[config.mk]
export PLATFORM = sky130hd
export DESIGN_NAME = sprite_window_arbiter_flat
export DESIGN_NICKNAME = d
export VERILOG_FILES = /design/src/rtl/sprite_window_arbiter_if.sv /design/src/rtl/sprite_window_arbiter.sv /design/src/flat_wrapper.sv
export SDC_FILE = /design/constraint.sdc
export NUM_CORES = 1
export LEC_CHECK = 0
export CAP_MARGIN = 20
export CORE_MARGIN = 5
export CORE_UTILIZATION = 45
export CTS_CLUSTER_DIAMETER = 200
export CTS_CLUSTER_SIZE = 14
export DETAILED_ROUTE_END_ITERATION = 12
export PLACE_DENSITY = 0.81
export SLEW_MARGIN = 20
export SYNTH_ARGS = -nofsm -noshare
export SYNTH_HDL_FRONTEND = slang
export SYNTH_SLANG_ARGS = --single-unit
export TNS_END_PERCENT = 1
[constraint.sdc]
create_clock -name clk -period 2.6 [get_ports clk]
set_clock_uncertainty 0.1 [all_clocks]
set_input_delay 0.52 -clock clk [delete_from_list [all_inputs] [get_ports clk]]
set_output_delay 0.52 -clock clk [all_outputs]
set_load 0.03 [all_outputs]
[src/rtl/sprite_window_arbiter_if.sv]
`default_nettype none
// ============================================================================
// Module   : sprite_window_arbiter_if
// Brief    : Scan-position, next-id handshake and sprite-ROM bundle shared
//            by the window arbiter (slave) and its environment (master).
// Revision : 1.0 - initial release
// ============================================================================
interface sprite_window_arbiter_if;
    logic [10:0] col_addr_sig;
    logic [10:0] row_addr_sig;
    logic [2:0]  next_id;
    logic        next_id_valid;
    logic        next_id_ack;
    logic        banner_en;
    logic [14:0] rom_addr;
    logic        rom_data;
    logic        pix_on;
    logic [1:0]  pix_src;

    modport master (
        output col_addr_sig, row_addr_sig, next_id, next_id_valid, banner_en, rom_data,
        input  next_id_ack, rom_addr, pix_on, pix_src
    );

    modport slave (
        input  col_addr_sig, row_addr_sig, next_id, next_id_valid, banner_en, rom_data,
        output next_id_ack, rom_addr, pix_on, pix_src
    );
endinterface
`default_nettype wire

[src/rtl/sprite_window_arbiter.sv]
`default_nettype none
// ============================================================================
// Module   : sprite_window_arbiter
// Brief    : Arbitrates the sprite ROM between the next-piece preview and the
//            banner window; optional banner blink via SPRITE_BLINK_EN.
// Revision : 1.0 - initial release
// ============================================================================
module sprite_window_arbiter #(
    parameter int PV_X0 = 100,
    parameter int PV_Y0 = 10,
    parameter int BN_X0 = 192,
    parameter int BN_Y0 = 200
) (
    input  wire logic                   clk,
    input  wire logic                   rst_n,
    sprite_window_arbiter_if.slave      bus
);

    localparam logic [10:0] c_PV_X0 = 11'(PV_X0);
    localparam logic [10:0] c_PV_Y0 = 11'(PV_Y0);
    localparam logic [10:0] c_BN_X0 = 11'(BN_X0);
    localparam logic [10:0] c_BN_Y0 = 11'(BN_Y0);
    localparam logic [11:0] c_PV_X1 = 12'(PV_X0 + 32);
    localparam logic [11:0] c_PV_Y1 = 12'(PV_Y0 + 32);
    localparam logic [11:0] c_BN_X1 = 12'(BN_X0 + 256);
    localparam logic [11:0] c_BN_Y1 = 12'(BN_Y0 + 32);
    localparam logic [2:0]  c_NO_PIECE = 3'd7;

    logic [2:0]  r_disp_id;
    logic [2:0]  r_shadow_id;
    logic        r_pending;
    logic        r_ack;
    logic [5:0]  r_frame_cnt;
    logic [14:0] r_rom_addr;
    logic [1:0]  r_tag;
    logic        r_pix_on;
    logic [1:0]  r_pix_src;

    logic        w_frame_start;
    logic        w_pv_hit;
    logic        w_bn_hit;
    logic        w_bn_act;
    logic [4:0]  w_pv_dx;
    logic [4:0]  w_pv_dy;
    logic [7:0]  w_bn_dx;
    logic [4:0]  w_bn_dy;
    logic [14:0] w_addr;
    logic [1:0]  w_tag;

    assign w_frame_start = (bus.row_addr_sig == 11'd0) && (bus.col_addr_sig == 11'd0);

`ifdef SPRITE_BLINK_EN
    assign w_bn_act = bus.banner_en & ~r_frame_cnt[5];
`else
    assign w_bn_act = bus.banner_en;
    logic w_unused_frame_cnt;
    assign w_unused_frame_cnt = ^r_frame_cnt;
`endif

    // Offsets are 11-bit differences truncated to the window's index width.
    assign w_pv_dx = 5'(bus.col_addr_sig - c_PV_X0);
    assign w_pv_dy = 5'(bus.row_addr_sig - c_PV_Y0);
    assign w_bn_dx = 8'(bus.col_addr_sig - c_BN_X0);
    assign w_bn_dy = 5'(bus.row_addr_sig - c_BN_Y0);

    assign w_pv_hit = (bus.col_addr_sig >= c_PV_X0) && ({1'b0, bus.col_addr_sig} < c_PV_X1)
                   && (bus.row_addr_sig >= c_PV_Y0) && ({1'b0, bus.row_addr_sig} < c_PV_Y1)
                   && (r_disp_id != c_NO_PIECE);
    assign w_bn_hit = (bus.col_addr_sig >= c_BN_X0) && ({1'b0, bus.col_addr_sig} < c_BN_X1)
                   && (bus.row_addr_sig >= c_BN_Y0) && ({1'b0, bus.row_addr_sig} < c_BN_Y1)
                   && w_bn_act;

    // Preview wins on overlap; base id*1024 and 8192 are pure bit concatenations.
    always_comb begin
        w_addr = '0;
        w_tag  = 2'd0;
        if (w_pv_hit) begin
            w_addr = {2'b00, r_disp_id, w_pv_dy, w_pv_dx};
            w_tag  = 2'd1;
        end else if (w_bn_hit) begin
            w_addr = {2'b01, w_bn_dy, w_bn_dx};
            w_tag  = 2'd2;
        end
    end

    always_ff @(posedge clk or negedge rst_n) begin
        if (!rst_n) begin
            r_rom_addr <= '0;
            r_tag      <= 2'd0;
            r_pix_on   <= 1'b0;
            r_pix_src  <= 2'd0;
        end else begin
            r_rom_addr <= w_addr;
            r_tag      <= w_tag;
            r_pix_on   <= (r_tag != 2'd0) & ~bus.rom_data;
            r_pix_src  <= r_tag;
        end
    end

    // Displayed id only changes at frame start so the preview never tears.
    always_ff @(posedge clk or negedge rst_n) begin
        if (!rst_n) begin
            r_disp_id   <= c_NO_PIECE;
            r_shadow_id <= c_NO_PIECE;
            r_pending   <= 1'b0;
            r_ack       <= 1'b0;
            r_frame_cnt <= 6'd0;
        end else begin
            r_ack <= 1'b0;
            if (w_frame_start) begin
                r_frame_cnt <= r_frame_cnt + 6'd1;
            end
            if (w_frame_start && bus.next_id_valid) begin
                r_disp_id   <= bus.next_id;
                r_shadow_id <= bus.next_id;
                r_pending   <= 1'b0;
                r_ack       <= 1'b1;
            end else if (w_frame_start && r_pending) begin
                r_disp_id <= r_shadow_id;
                r_pending <= 1'b0;
                r_ack     <= 1'b1;
            end else if (bus.next_id_valid) begin
                r_shadow_id <= bus.next_id;
                r_pending   <= 1'b1;
            end
        end
    end

    assign bus.rom_addr    = r_rom_addr;
    assign bus.pix_on      = r_pix_on;
    assign bus.pix_src     = r_pix_src;
    assign bus.next_id_ack = r_ack;

endmodule
`default_nettype wire

[src/flat_wrapper.sv]
// flat-port wrapper written by rule: the top's interface ports become plain ports
module sprite_window_arbiter_flat 
#(
    parameter int PV_X0 = 100,
    parameter int PV_Y0 = 10,
    parameter int BN_X0 = 192,
    parameter int BN_Y0 = 200
)
  (clk, rst_n, bus_col_addr_sig, bus_row_addr_sig, bus_next_id, bus_next_id_valid, bus_banner_en, bus_rom_data, bus_next_id_ack, bus_rom_addr, bus_pix_on, bus_pix_src);
  sprite_window_arbiter_if bus_i ();
  input  wire logic clk;
  input  wire logic rst_n;
  input wire logic [$bits(bus_i.col_addr_sig)-1:0] bus_col_addr_sig;
  input wire logic [$bits(bus_i.row_addr_sig)-1:0] bus_row_addr_sig;
  input wire logic [$bits(bus_i.next_id)-1:0] bus_next_id;
  input wire logic [$bits(bus_i.next_id_valid)-1:0] bus_next_id_valid;
  input wire logic [$bits(bus_i.banner_en)-1:0] bus_banner_en;
  input wire logic [$bits(bus_i.rom_data)-1:0] bus_rom_data;
  output wire logic [$bits(bus_i.next_id_ack)-1:0] bus_next_id_ack;
  output wire logic [$bits(bus_i.rom_addr)-1:0] bus_rom_addr;
  output wire logic [$bits(bus_i.pix_on)-1:0] bus_pix_on;
  output wire logic [$bits(bus_i.pix_src)-1:0] bus_pix_src;
  assign bus_i.col_addr_sig = bus_col_addr_sig;
  assign bus_i.row_addr_sig = bus_row_addr_sig;
  assign bus_i.next_id = bus_next_id;
  assign bus_i.next_id_valid = bus_next_id_valid;
  assign bus_i.banner_en = bus_banner_en;
  assign bus_i.rom_data = bus_rom_data;
  assign bus_next_id_ack = bus_i.next_id_ack;
  assign bus_rom_addr = bus_i.rom_addr;
  assign bus_pix_on = bus_i.pix_on;
  assign bus_pix_src = bus_i.pix_src;
  sprite_window_arbiter #(.PV_X0(PV_X0), .PV_Y0(PV_Y0), .BN_X0(BN_X0), .BN_Y0(BN_Y0)) u_core (.clk(clk), .rst_n(rst_n), .bus(bus_i));
endmodule
==> results_dict.tcl <==
set metrics [dict create \
    status "completed" \
    postRouteAntennaNets 0 \
    hold_viol 0 \
    period_share_pct 88.26 \
    crit_path_start_kind "input port" \
    clockBufferDepth 2 \
    die-area_um2 4120 \
    ys_seq_elements 26 \
    crit_fanout 6 \
    min_period_ns 2.295 \
    cts.sinks 26 \
    holdBufCountCts 0 \
    use_met1_pct 21.01 \
    cts_made_buffers 3 \
    drive_gt1_share_pct 18.29 \
    rsz0062_at_grt "no" \
    grt_overflow 0 \
    multi_input_area_um2 606.8 \
    die_w_um 64.19 \
    setup_ws_ns 0.3051 \
    final_cell_mix "47 x clkdlybuf4s50_1, 20 x dfrtp_1, 10 x ha_1, 10 x buf_4, 9 x inv_1" \
    yosysUniqueCellTypes 33 \
    utilization_pct 69.86 \
    hp-start "u_core.r_tag[0]" \
    ys_warn_count 0 \
    vias 1133 \
    fmax_mhz 435.8 \
    grt_pass1_wl_mm 5.816 \
    area_growth_pct 47.06 \
    htree_levels 1 \
    reg2reg_to "u_core.bus.rom_addr[7]" \
    nNetsFinal 216 \
    cellLeakagePower_nw 0.8446 \
    busiest_layer "met2" \
    power_density_nw_per_um2 419.3 \
    nFillCells 215 \
    cp_cell_sequence "clkdlybuf4s50_1 -> inv_1 -> ha_1 -> nor2b_1 -> a311o_1 -> nor4_4 -> inv_2 -> o2bb2ai_1" \
    max_stage_delay_ns 0.51 \
    startpoint "bus_row_addr_sig[3]" \
    synth.avg_cell_area_um2 11.39 \
    peakVddDrop_mv 0.3235 \
    routedWlPerCell_um 16.42 \
    worstPathRequired_ns 2.73 \
    io_pins 49 \
    final_common_cell "clkdlybuf4s50_1" \
    clk_pin_slew_worst_paths_ns 0.15 \
    yosysSeqAreaShare_pct 49.81 \
    grt.met3_usage_pct 2.452 \
    synth_cells 116 \
    antenna_cells 0 \
    tns_ns 0 \
    timing.hold.ws_ns 0.2978 \
    first_global_vias 1246 \
    hold_depth 0 \
    drt-initial-drc-count 46 \
    std_cell_rows 19 \
    whs_endpoint "u_core.bus.pix_src[0]" \
    postCtsSetupBuffers 0 \
    wirelength_mm 3.382 \
    globalplace.congestion 0.8369 \
    clk_latency_ns 0.31 \
    cts_root_buf "clkbuf_4" \
    cts_tree "yes" \
    die_y_um 64.19 \
    crit_type "in -> reg" \
    synth_nets 156 \
    cp_slowest_cell "clkdlybuf4s50_1" \
    drtPass1Iterations 4 \
    r2r_slack_ns 1.01 \
    end_kind "register" \
    drt-vias-per-instance 5.500 \
    setup_viol 0 \
    antenna_found_initial 0 \
    syn_area_um2 1321 \
    slew_violations 0 \
    r2r_start "u_core.r_disp_id[1]" \
    grt_max_degree 27 \
    grtUsageMet2_pct 30.90 \
    rr_worst_depth 6 \
    regArea_um2 658.1 \
    place_hpwl_mm 2.763 \
    p_total_w 0.0008147 \
    min_path_type "reg -> reg" \
    pre_cts_ws_ns -0.01028 \
    cts_resized 0 \
    grtUsageTotal_pct 17.21 \
    crit_arrival_ns 2.43 \
    route.detailed.drc 0 \
    core_um2 2781 \
    drv_cap 0 \
    initial_core_util_pct 47.50 \
    portBuffers 47 \
]
report_power, final:
| group | internal [W] | switching, W |
|---|---|---|
| combinational | 0.0000669 | 0.0000559 |
| clock | 0.000156 | 0.000122 |
| sequential | 0.000413 | 0.00000119 |
synth_stat cells:
cell type  number  share of area, %
dfrtp_1        20                38
nand3b_1        1              0.57
nand3_1         4               1.5
o2bb2ai_1       1              0.66
o21ai_0         7               2.7
conb_1          1              0.28
mux2_2          6               5.1
nor4_4          2               3.2
xnor2_1         1              0.66
inv_1           9               2.6
xor2_1          1              0.66
o22ai_1         3               1.4
a311o_1         1              0.76
a2111o_1        2               1.7
a22o_1          3               2.0
dfstp_2         6                12
nor3_1          4               1.5
o2111ai_1       1              0.66
or3_1           2              0.95
nor2_1          6               1.7
o311ai_1        1              0.66
nor4_2          1              0.95
nand4_1         2              0.95
ha_1           10               9.5
a21oi_1         1              0.38
a21boi_1        2               1.1
a41oi_1         1              0.66
inv_2           2              0.57
nor2b_1         5               2.4
nor4b_2         1               1.1
nand2_1         6               1.7
buf_4           2               1.1
nand2b_1        1              0.47
registers in the layout, summed over array words and instances, names as in the netlist:
register                count
u_core.bus.pix_src          2
u_core.bus.rom_addr        14
u_core.r_pending            1
u_core.r_disp_id            3
u_core.bus.pix_on           1
u_core.r_shadow_id          3
u_core.r_tag                1
u_core.bus.next_id_ack      1
cell families after synthesis:
logic type,share of synthesized area [%]
other,0.2838
AND/OR/NAND/NOR,17.05
multiplexers,5.113
flip-flops,49.81
buffers and inverters,4.261
XOR/XNOR,1.326
AO/OA/AOI/OAI,12.69
adder cells (fa/ha/maj),9.470
worst max-delay path: cells and delay by family:
kind	cells	cell delay (ns)
buffers and inverters	3	0.81
adder cells (fa/ha/maj)	1	0.19
AO/OA/AOI/OAI	2	0.53
AND/OR/NAND/NOR	2	0.37
metrics by stage:
stage / cells / instance area (µm²)
floorplan: 116 / 1321
CTS: 206 / 1943
global placement: 202 / 1891
detailed placement: 202 / 1891
finish: 206 / 1943
global route: 206 / 1943
metal layers:
metal / share of wire (%) / routed length (µm)
met4: 0.80 / 27
met1: 40 / 1354
met5: 0 / 0
met2: 53 / 1780
met3: 6.5 / 220
cell type report:
type	count	share of cell area [%]
repair buffers	57	28.07
multi-input cells	77	31.23
inverters	11	2.125
clock buffers	3	1.159
flip-flops and latches	26	33.87
well taps	31	1.996
clock inverters	1	1.545
worst max-delay path by stage:
stage / to / slack, ns / cells after the start
3_3_place_gp: u_core.bus.rom_addr[8] / 0.04 / 7
4_1_cts: u_core.bus.rom_addr[9] / 0.33 / 6
6_report: u_core.bus.rom_addr[12] / 0.31 / 8
2_1_floorplan: u_core.bus.rom_addr[11] / 0.60 / 7
3_5_place_dp: u_core.bus.rom_addr[9] / -0.01 / 6
5_1_grt: u_core.bus.rom_addr[7] / 0.20 / 8
(Power assumes the default switching activity.)
